$ cat config.mk
export PLATFORM = sky130hd
export DESIGN_NAME = shift_reg_sequencer
export DESIGN_NICKNAME = d
export VERILOG_FILES = /design/src/rtl/shift_reg_sequencer.sv
export SDC_FILE = /design/constraint.sdc
export NUM_CORES = 1
export LEC_CHECK = 0
export CORE_MARGIN = 8
export CORE_UTILIZATION = 40
export DETAILED_ROUTE_END_ITERATION = 8
export GPL_TIMING_DRIVEN = 0
export HOLD_SLACK_MARGIN = 0.06
export PLACE_DENSITY = 0.86
export SYNTH_ARGS = -nofsm -noshare
export SYNTH_HDL_FRONTEND = slang
export SYNTH_SLANG_ARGS = --single-unit
$ cat constraint.sdc
create_clock -name clk -period 2 [get_ports clk]
set_input_delay 0.2 -clock clk [delete_from_list [all_inputs] [get_ports clk]]
set_output_delay 0.2 -clock clk [all_outputs]
set_load 0.03 [all_outputs]
$ cat src/rtl/shift_reg_sequencer.sv
// Command sequencer for an external universal shift register: it loads, shifts or
// rotates the register a requested number of steps and returns the final contents.
module shift_reg_sequencer #(
    parameter int WIDTH = 4,
    parameter int CNT_W = 3
) (
    input  logic             clk,
    input  logic             rst,
    input  logic             cmd_valid,
    output logic             cmd_ready,
    input  logic [1:0]       cmd_op,
    input  logic [CNT_W-1:0] cmd_cnt,
    input  logic             cmd_fill,
    input  logic [WIDTH-1:0] cmd_data,
    input  logic             abort,
    output logic [1:0]       sel,
    output logic             serial_in,
    output logic [WIDTH-1:0] parallel_in,
    input  logic [WIDTH-1:0] q,
    output logic             rsp_valid,
    input  logic             rsp_ready,
    output logic [WIDTH-1:0] rsp_data,
    output logic             busy
);

    typedef enum logic [1:0] {IDLE, LOAD, SHIFT, DONE} state_t;

    localparam logic [1:0] OP_LOAD  = 2'b00;
    localparam logic [1:0] OP_SHL   = 2'b10;
    localparam logic [1:0] OP_ROR   = 2'b11;

    localparam logic [1:0] SEL_HOLD  = 2'b00;
    localparam logic [1:0] SEL_RIGHT = 2'b01;
    localparam logic [1:0] SEL_LEFT  = 2'b10;
    localparam logic [1:0] SEL_LOAD  = 2'b11;

    state_t             state, state_next;
    logic [1:0]         op_q;
    logic               fill_q;
    logic [WIDTH-1:0]   data_q;
    logic [CNT_W-1:0]   remaining;
    logic               accept;

    assign accept = cmd_valid && cmd_ready;

    // NOTE: state and command registers use non-blocking assignments so every
    // flop samples pre-edge values, independent of block evaluation order.
    always_ff @(posedge clk or posedge rst) begin
        if (rst) begin
            state <= IDLE;
        end else begin
            state <= state_next;
        end
    end

    always_ff @(posedge clk or posedge rst) begin
        if (rst) begin
            op_q      <= OP_LOAD;
            fill_q    <= 1'b0;
            data_q    <= '0;
            remaining <= '0;
        end else if (accept) begin
            op_q      <= cmd_op;
            fill_q    <= cmd_fill;
            data_q    <= cmd_data;
            remaining <= cmd_cnt;
        end else if (state == SHIFT) begin
            remaining <= remaining - CNT_W'(1);
        end
    end

    // NOTE: the default assignment up front keeps every path assigned, so no latch is inferred.
    always_comb begin
        state_next = state;
        case (state)
            IDLE: begin
                if (accept) begin
                    if (cmd_op == OP_LOAD)       state_next = LOAD;
                    else if (cmd_cnt == '0)      state_next = DONE;
                    else                         state_next = SHIFT;
                end
            end
            LOAD:  state_next = abort ? IDLE : DONE;
            SHIFT: begin
                if (abort)                            state_next = IDLE;
                else if (remaining == CNT_W'(1))      state_next = DONE;
            end
            DONE:  if (rsp_ready) state_next = IDLE;
            default: state_next = IDLE;
        endcase
    end

    // Outputs decode from the registered state only, so reset drops sel to hold at once.
    always_comb begin
        cmd_ready = 1'b0;
        sel       = SEL_HOLD;
        serial_in = 1'b0;
        rsp_valid = 1'b0;
        busy      = 1'b1;
        case (state)
            IDLE: begin
                cmd_ready = 1'b1;
                busy      = 1'b0;
            end
            LOAD: sel = SEL_LOAD;
            SHIFT: begin
                sel       = (op_q == OP_SHL) ? SEL_LEFT : SEL_RIGHT;
                serial_in = (op_q == OP_ROR) ? q[0] : fill_q;
            end
            DONE: rsp_valid = 1'b1;
            default: ;
        endcase
    end

    assign parallel_in = data_q;
    assign rsp_data    = q;

endmodule

; ---- Word-level counts from Yosys, hierarchy flattened
; Cells that the tools add are included.
[totals]
regBits = 12
inputBits = 19
out_inout_bits = 14
wordCells = 38
[op_classes]
addsub = 1
n_eq_ne = 9
n_mux = 17
n_reduce_logical = 6
[ops]
columns = operator, n
row1 = $mux W2, 7
row2 = $eq A2 B2 Y1 const B, 4
row3 = $pmux W2 S4, 1
row4 = $mux W1, 6
row5 = $mux W3, 2
row6 = $logic_not A2 Y1, 2
row7 = $ne A2 B2 Y1 const B, 2
row8 = $pmux W2 S2, 1
row9 = $eq A3 B1 Y1 const B, 1
row10 = $logic_not A3 Y1, 1
row11 = $ne A3 B2 Y1 const B, 1
row12 = $reduce_and A3 Y1, 1
row13 = $sub A3 B1 Y3 const B, 1
row14 = $eq A2 B1 Y1 const B, 1
row15 = $reduce_bool A2 Y1, 1
row16 = $logic_and A1 B1 Y1, 1

; ---- Logic depth before layout (Yosys ltp)
[logic_depth]
depth_word = 5
depth_mapped = 6
ltp_nobuf = 5

; ---- Least setup slack after synthesis
; No wires, ideal clock.
[synth_path]
path_type = flip-flop to flip-flop
start = register state[0]
end = register op_q[0]
setup_ps = 128
arrival_time_ps = 1536
required_ps = 1872
path_slack_ps = 336
stages_incl_launch_ff = 6
n_path_buf = 1
period_less_slack_ps = 1664
cell_sequence = dfrtp_1 -> inv_1 -> ha_1 -> nand2_1 -> buf_2 -> mux2_1
[synth_between]
elab_chain_cells = 3
[synth_lines]
columns = item, line
row1 = from (decl), 37  ; state_t state, state_next;
row2 = from (signal assigned), 52  ; state <= state_next;
row3 = $logic_not A2 Y1, 100  ; case (state)
row4 = $mux W1, 100
row5 = via cmd_ready, 10  ; output logic cmd_ready,
row6 = $logic_and A1 B1 Y1, 44  ; assign accept = cmd_valid && cmd_ready;
row7 = to (signal assigned), 63  ; op_q <= cmd_op;
row8 = to (decl), 38  ; logic [1:0] op_q;
; The timed path passes the listed nets, and every way through them passes these cells.
; A chain may end at the register's enable or synchronous reset.

; ---- Final worst setup path
[layout_path]
start = register state[0]
end = output sel[0]
[layout_between]
elab_chain_cells = 2
word_cells_on_any_way = 3
classes_between = 2 x eq/ne / 1 x mux
[layout_lines]
columns = item, line
row1 = $eq A2 B2 Y1 / $eq A2 B1 Y1 (equally long branches), 100
row2 = $pmux W2 S2 *, 100
row3 = to (decl), 16  ; output logic [1:0] sel,
; Every way passes the cells marked *; elsewhere a longest branch is shown, timed or not.

==> results.sh <==
export IMPL_status="finished clean"
export IMPL_p_leak_uw=0.000519
export IMPL_drt_wl_total_um=1710
export IMPL_finalInstanceArea_um2=1080
export IMPL_synth_common_cells="dfrtp_1 (12), inv_1 (9), ha_1 (8)"
export IMPL_slew_headroom_pct=63.7
export IMPL_numClockSinks=12
export IMPL_yosys_warnings=0
export IMPL_wire_per_inst_um=13.3
export IMPL_syn_avg_cell_area_um2=10.3
export IMPL_synth_mux_area_share_pct=15.0
export IMPL_grt_pass1_vias=661
export IMPL_worstPathArrival_ns=1.68
export IMPL_path_clk_slew_ns=0.07
export IMPL_holdBufCountCts=0
export IMPL_synth_seq_cells=12
export IMPL_antenna_found_initial=0
export IMPL_io_buffers=29
export IMPL_coreArea_um2=1730
export IMPL_h_tree_depth=1
export IMPL_gp_congestion=0.724
export IMPL_die_y_um=58.8
export IMPL_fin_setup_tns_ns=0
export IMPL_die_x_um=58.8
export IMPL_path_max_fanout=6
export IMPL_root_buffer="clkbuf_4"
export IMPL_fin_skew_ns=0.00236
export IMPL_fin_crit_sh_pct=93.8
export IMPL_drcViolationCount=0
export IMPL_synth_simple_gate_area_share_pct=8.72
export IMPL_cp_required_ns=1.80
export IMPL_ant_nets=0
export IMPL_r2r_start="state[0]$_DFFE_PP0P_"
export IMPL_placed_area_um2=1050
export IMPL_synth_top_family_by_area="multiplexers"
export IMPL_yosysMostFrequentCell="dfrtp_1"
export IMPL_synth_area_um2=732
export IMPL_tightest_slew_ns=0.544
export IMPL_cts_tree="built"
export IMPL_layout_drive_gt1_share_pct=15.5
export IMPL_rows=15
export IMPL_yosysUniqueCellTypes=20
export IMPL_area_delta_synth_final_pct=47.5
export IMPL_yosys_area_share_adder_pct=13.7
export IMPL_synth_area_leaders="dfrtp_1 (41%), ha_1 (14%), mux2_2 (11%), inv_1 (4.6%), a21oi_1 (4.1%)"
export IMPL_cts_setup_buffers=0
export IMPL_start_util_pct=42.4
export IMPL_synth_top_area_cell="dfrtp_1"
export IMPL_setup_worst_path_start="state[0]$_DFFE_PP0P_"
export IMPL_via_per_inst=4.68
export IMPL_drt_iter0_markers=5
export IMPL_path_cells="inv_1 -> ha_2 -> a21oi_1 -> nor2b_1 -> dlygate4sd2_1"
export IMPL_grt_usage_pct=10.8
export IMPL_grt_first_pass_wirelength_um=2880
export IMPL_powerDensity_nw_per_um2=1480
export IMPL_critical_path_class="register to output port"
export IMPL_post_dp_hpwl_um=1370
export IMPL_grt_max_degree=13
export IMPL_slew_viol_final=0
export IMPL_cap_violations=0
export IMPL_grt_ovfl_total=0
export IMPL_ys_flop_type="dfrtp_1"
export IMPL_netlist_instances=71
export IMPL_yosysTopAreaCellShare_pct=41.0
export IMPL_synthArstFlopShare_pct=100
export IMPL_crit_family="buffers and inverters"
export IMPL_wl_met1_um=720
export IMPL_cts_inserted_buffers=3
export IMPL_nNetsFinal=132
export IMPL_hp_class="input pin to asynchronous set/reset pin"
export IMPL_synthesis_nets=98
export IMPL_io_pins=33
export IMPL_cp_slowest_stage_delay_ns=0.41
export IMPL_setup_viol=0
export IMPL_critPathSlowestCell="dfrtp_1"
export IMPL_start_kind="register"
export IMPL_hold_viol=0
export IMPL_vdd_drop_max_mv=0.912
export IMPL_finalCriticalPeriod_ns=1.88
export IMPL_max_freq_ghz=0.533
export IMPL_ys_seq_area_share_pct=41.0
export IMPL_met2_length_um=727
export IMPL_highest_layer="met4"
export IMPL_cp_num_buf_inv=2
export IMPL_cts_buffer_depth=2
export IMPL_dr_wl_met3_um=251
export IMPL_cp_end_kind="output port"
export IMPL_synth_compound_area_share_pct=9.74
export IMPL_die_area_um2=3450
export IMPL_rsz0062_at_grt="no"
export IMPL_synth_edf_count=0
export IMPL_insertion_delay_ns=0.26
export IMPL_num_antenna_cells=0
export IMPL_drtPass1Iterations=4
export IMPL_synth_xor_area_share_pct=2.39
export IMPL_via_count=599
## path summary, 6_finish.rpt
kind                            cells after the start  slack, ns                    endpoint
worst min register to register                      1       0.52          fill_q$_DFFE_PP0P_
max in group asynchronous                           2       1.44        state[1]$_DFFE_PP0P_
worst max-delay path                                5       0.12                      sel[0]
min in group clk                                    1       0.52          fill_q$_DFFE_PP0P_
worst min-delay path                                2       0.24  parallel_in[3]$_DFFE_PP0P_
worst max register to register                      5       0.36        state[1]$_DFFE_PP0P_
## worst register-to-register path, cell delays in order (launching register included)
cell and delay [ns]:
dfrtp_1 0.38, inv_1 0.11, ha_2 0.25, nor2b_1 0.14, a222oi_1 0.43, mux2i_1 0.26
## state kept, by name, indices dropped and copies added, names as in the netlist
signal / flops
parallel_in: 4
remaining: 3
op_q: 2
state: 2
fill_q: 1
## stage by stage
step,instances,power [uW],util (%),setup slack (ns),hold slack [ns]
detailed placement,125,1480,61.0,0.0633,0.497
global route,128,1720,62.5,0.0415,0.298
floorplan,71,1130,-,0.336,0.0647
global placement,125,1440,61.0,0.0921,0.488
CTS,128,1620,62.1,0.0321,0.240
finish,128,1590,62.5,0.125,0.240
## report_power, final
group	internal, uW	switching (uW)
clock	69.5	71.9
sequential	368	88.6
combinational	455	542
## cells by family after synthesis
logic type,count (synthesis)
xor gates and xnor gates,2
AOI/OAI and AO/OA,11
adders and majority gates,8
muxes,10
buffers and inverters,14
and+or+nand+nor,14
DFF,12
## timing repair
| action | CTS | global route |
|---|---|---|
| gates resized for setup | 3 | 3 |
| setup endpoints to repair | 3 | 3 |
| endpoints found under the hold margin | 0 | 0 |
## cell usage in the layout, fill, tap and decap left out
cell type,instances
buf_4,4
dlygate4sd2_1,3
clkdlybuf4s50_1,24
clkbuf_4,3
nand2_1,4
a22oi_1,1
buf_2,1
nand2b_1,2
nand3_1,1
dlymetal6s2s_1,2
inv_1,9
ha_1,7
xor2_1,1
ha_2,1
o21a_1,2
nor2b_1,2
mux2i_1,2
nor2_1,5
mux2_1,1
a222oi_1,1
dfrtp_1,12
o32ai_1,1
a21oi_1,6
xnor2_1,1
mux2_2,7
## layout make-up
cell class	instances	area, um2
repair buffers	29	292
fillers	158	647
inverters	9	33.8
well taps	25	31.3
plain buffers	5	35.0
multi-input cells	45	365
flip-flops and latches	12	300
clock buffers	3	22.5
## routing by layer
metal,GRT usage [%],vias up
met1,10.7,271
met4,6.14,0
li1,-,299
met5,0,-
met2,17.3,27
met3,6.09,2
Note: power is estimated with default switching activity, not from simulation.
==> edit: new RTL, config.mk and constraints unchanged <==
Encoding of `state_t`: now one-hot (4 bits for 4 states).
--- a/src/rtl/shift_reg_sequencer.sv
+++ b/src/rtl/shift_reg_sequencer.sv
@@ -23,7 +23,7 @@
     output logic             busy
 );
 
-    typedef enum logic [1:0] {IDLE, LOAD, SHIFT, DONE} state_t;
+    typedef enum logic [3:0] {IDLE = 4'b0001, LOAD = 4'b0010, SHIFT = 4'b0100, DONE = 4'b1000} state_t;
 
     localparam logic [1:0] OP_LOAD  = 2'b00;
     localparam logic [1:0] OP_SHL   = 2'b10;
Check against the original RTL: no difference found for any inputs over 10 cycles, from zero or initial values and one cycle with rst high; not proved beyond that.
==> edit against the original RTL <==
- area after synthesis is 9.4% higher
- cell count is 15% higher
- setup slack worse by 0.046 ns
- die area is 6.8% higher
- sequential cell count is 2 higher
- design area is 7.4% higher
- via count is 19% higher
- routed wire length is 15% higher
- critical path depth is 1 lower
- power is 0.28% higher
- largest cell class unchanged
==> edit: results <==
metrics = {
    "status": {
        "run_status": "complete, no violations",
    },
    "power_and_ir_drop": {
        "power.ir.vdd_worst_v": 0.000667,
        "leakagePower_nw": 0.558,
    },
    "finish": {
        "fillerInstances": 188,
        "nets": 142,
        "antenna_cells_inserted": 0,
        "layout-drive-gt1-share": 0.192,
        "post_layout_nonfiller_instances": 147,
    },
    "clock_network": {
        "cts_inserted_buffers": 3,
        "clk_path_buf_depth": 2,
        "clk_root_buffer_cell": "clkbuf_4",
        "cts.clk_slew.worst_paths_ns": 0.08,
        "cts_htree_levels": 1,
        "clock_insertion_delay_worst_skew_ns": 0.28,
        "post-cts-setup-buffers": 0,
    },
    "global_route": {
        "grt_pass1_vias": 735,
        "globalRouteMet3Util": 0.0318,
        "grt_antenna_before_repair": 0,
        "grt_start_max_net_pins": 15,
        "global_route_wire_length_before_repair_um": 3300,
        "groute.usage.overall": 0.119,
        "use_met2": 0.201,
        "globalRouteMet1Util": 0.137,
    },
    "setup_path": {
        "crit_path_max_incr_delay_ns": 0.53,
        "crit_fanout": 7,
        "timing.critical_path.arrival_ns": 1.72,
        "critPathSlowestCell": "or4b_1",
        "ff2ff_setup_slack_ns": 0.28,
        "critical-path-top-delay-family": "simple AND/OR/NAND/NOR gates",
    },
    "detailed_routing": {
        "drtPass1Iterations": 3,
        "detail_route.vias_per_cell": 4.86,
        "topRoutingLayerUsed": "met4",
        "wl_met2_um": 937,
        "wl_met1_um": 860,
        "wl_um": 1960,
        "detailedRoute.firstIterationViolations": 11,
        "routed_met3_length_um": 143,
    },
    "logic_synthesis": {
        "most_instantiated_flip_flop_cell_in_the_synthesis_netlist": "dfrtp_1",
        "ys_types": 31,
        "synth_sequential_area_ratio": 0.439,
        "yosys-top-cells-count": "nand2_1, dfrtp_1, inv_1, nor2_1, nor3_1",
        "synthArstFlopShare": 1.00,
        "yosys_warnings": 0,
        "synthTopCellsByArea": "dfrtp_1, nand2_1, a221o_1, buf_4, dfstp_2",
        "netlist_instances": 87,
        "syn_nets": 108,
    },
    "min_path": {
        "min_delay_worst_type": "in2async",
    },
    "sta": {
        "fin_worst_hold_slack_ns": 0.255,
        "worst_clock_skew_ns": 0.00642,
        "tightest_pin_transition_ns": 0.526,
    },
    "placement": {
        "portBuffers": 29,
        "dpl.hpwl_um": 1650,
        "placedInstanceArea_um2": 1140,
        "routabilityCongestion": 0.810,
    },
}
## edit: per-stage QoR
stage | setup slack, ns | TNS (ns) | total power [mW]
floorplan | 0.0942 | 0 | 1.15
global placement | -0.116 | -0.116 | 1.43
detailed placement | -0.147 | -0.147 | 1.48
CTS | 0.0293 | 0 | 1.62
global route | 0.00526 | 0 | 1.72
finish | 0.0790 | 0 | 1.60
## edit: report_power, final
group          switching [mW]  internal [mW]  leakage, nW
Combinational           0.497          0.402        0.369
Sequential              0.115          0.420        0.173
Clock                  0.0880         0.0773       0.0150
## edit: worst reg2reg max path: stages (launching register included)
cell,delay [ns]
dfrtp_2,0.46
or4b_1,0.53
buf_6,0.16
nor3_4,0.19
nor3_2,0.09
and3_2,0.20
## edit: final timing paths
path	to	cells after the start	startpoint
worst max-delay path	serial_in	4	state[3]
worst min-delay path	parallel_in[2]	2	rst
worst max register to register	state[1]	5	state[3]
worst min register to register	parallel_in[2]	2	parallel_in[2]
max in group asynchronous	state[3]	2	rst
min in group clk	fill_q	3	cmd_fill
## edit: kinds of logic (layout without fill, tap and decap cells)
family / after synthesis / after routing / synth area share
flip-flops: 14 / 14 / 0.439
adder cells (fa/ha/maj): 2 / 2 / 0.0312
multiplexers: 1 / 1 / 0.0125
AND/OR/NAND/NOR: 47 / 47 / 0.320
AO/OA/AOI/OAI: 12 / 12 / 0.116
buffers and inverters: 11 / 44 / 0.0812
## edit: layout make-up
type                            count  area, µm²  share of cell area
Buffer                              6       46.3              0.0399
Clock buffer                        4       26.3              0.0227
Inverter                            5       18.8              0.0162
Multi-Input combinational cell     62        399               0.344
Sequential cell                    14        353               0.304
Tap cell                           27       33.8              0.0291
Timing Repair Buffer               29        283               0.244
## edit: timing repair
item,4_1_cts,5_1_grt
gates cloned,0,0
resized for setup,9,3
setup endpoints to repair,5,1
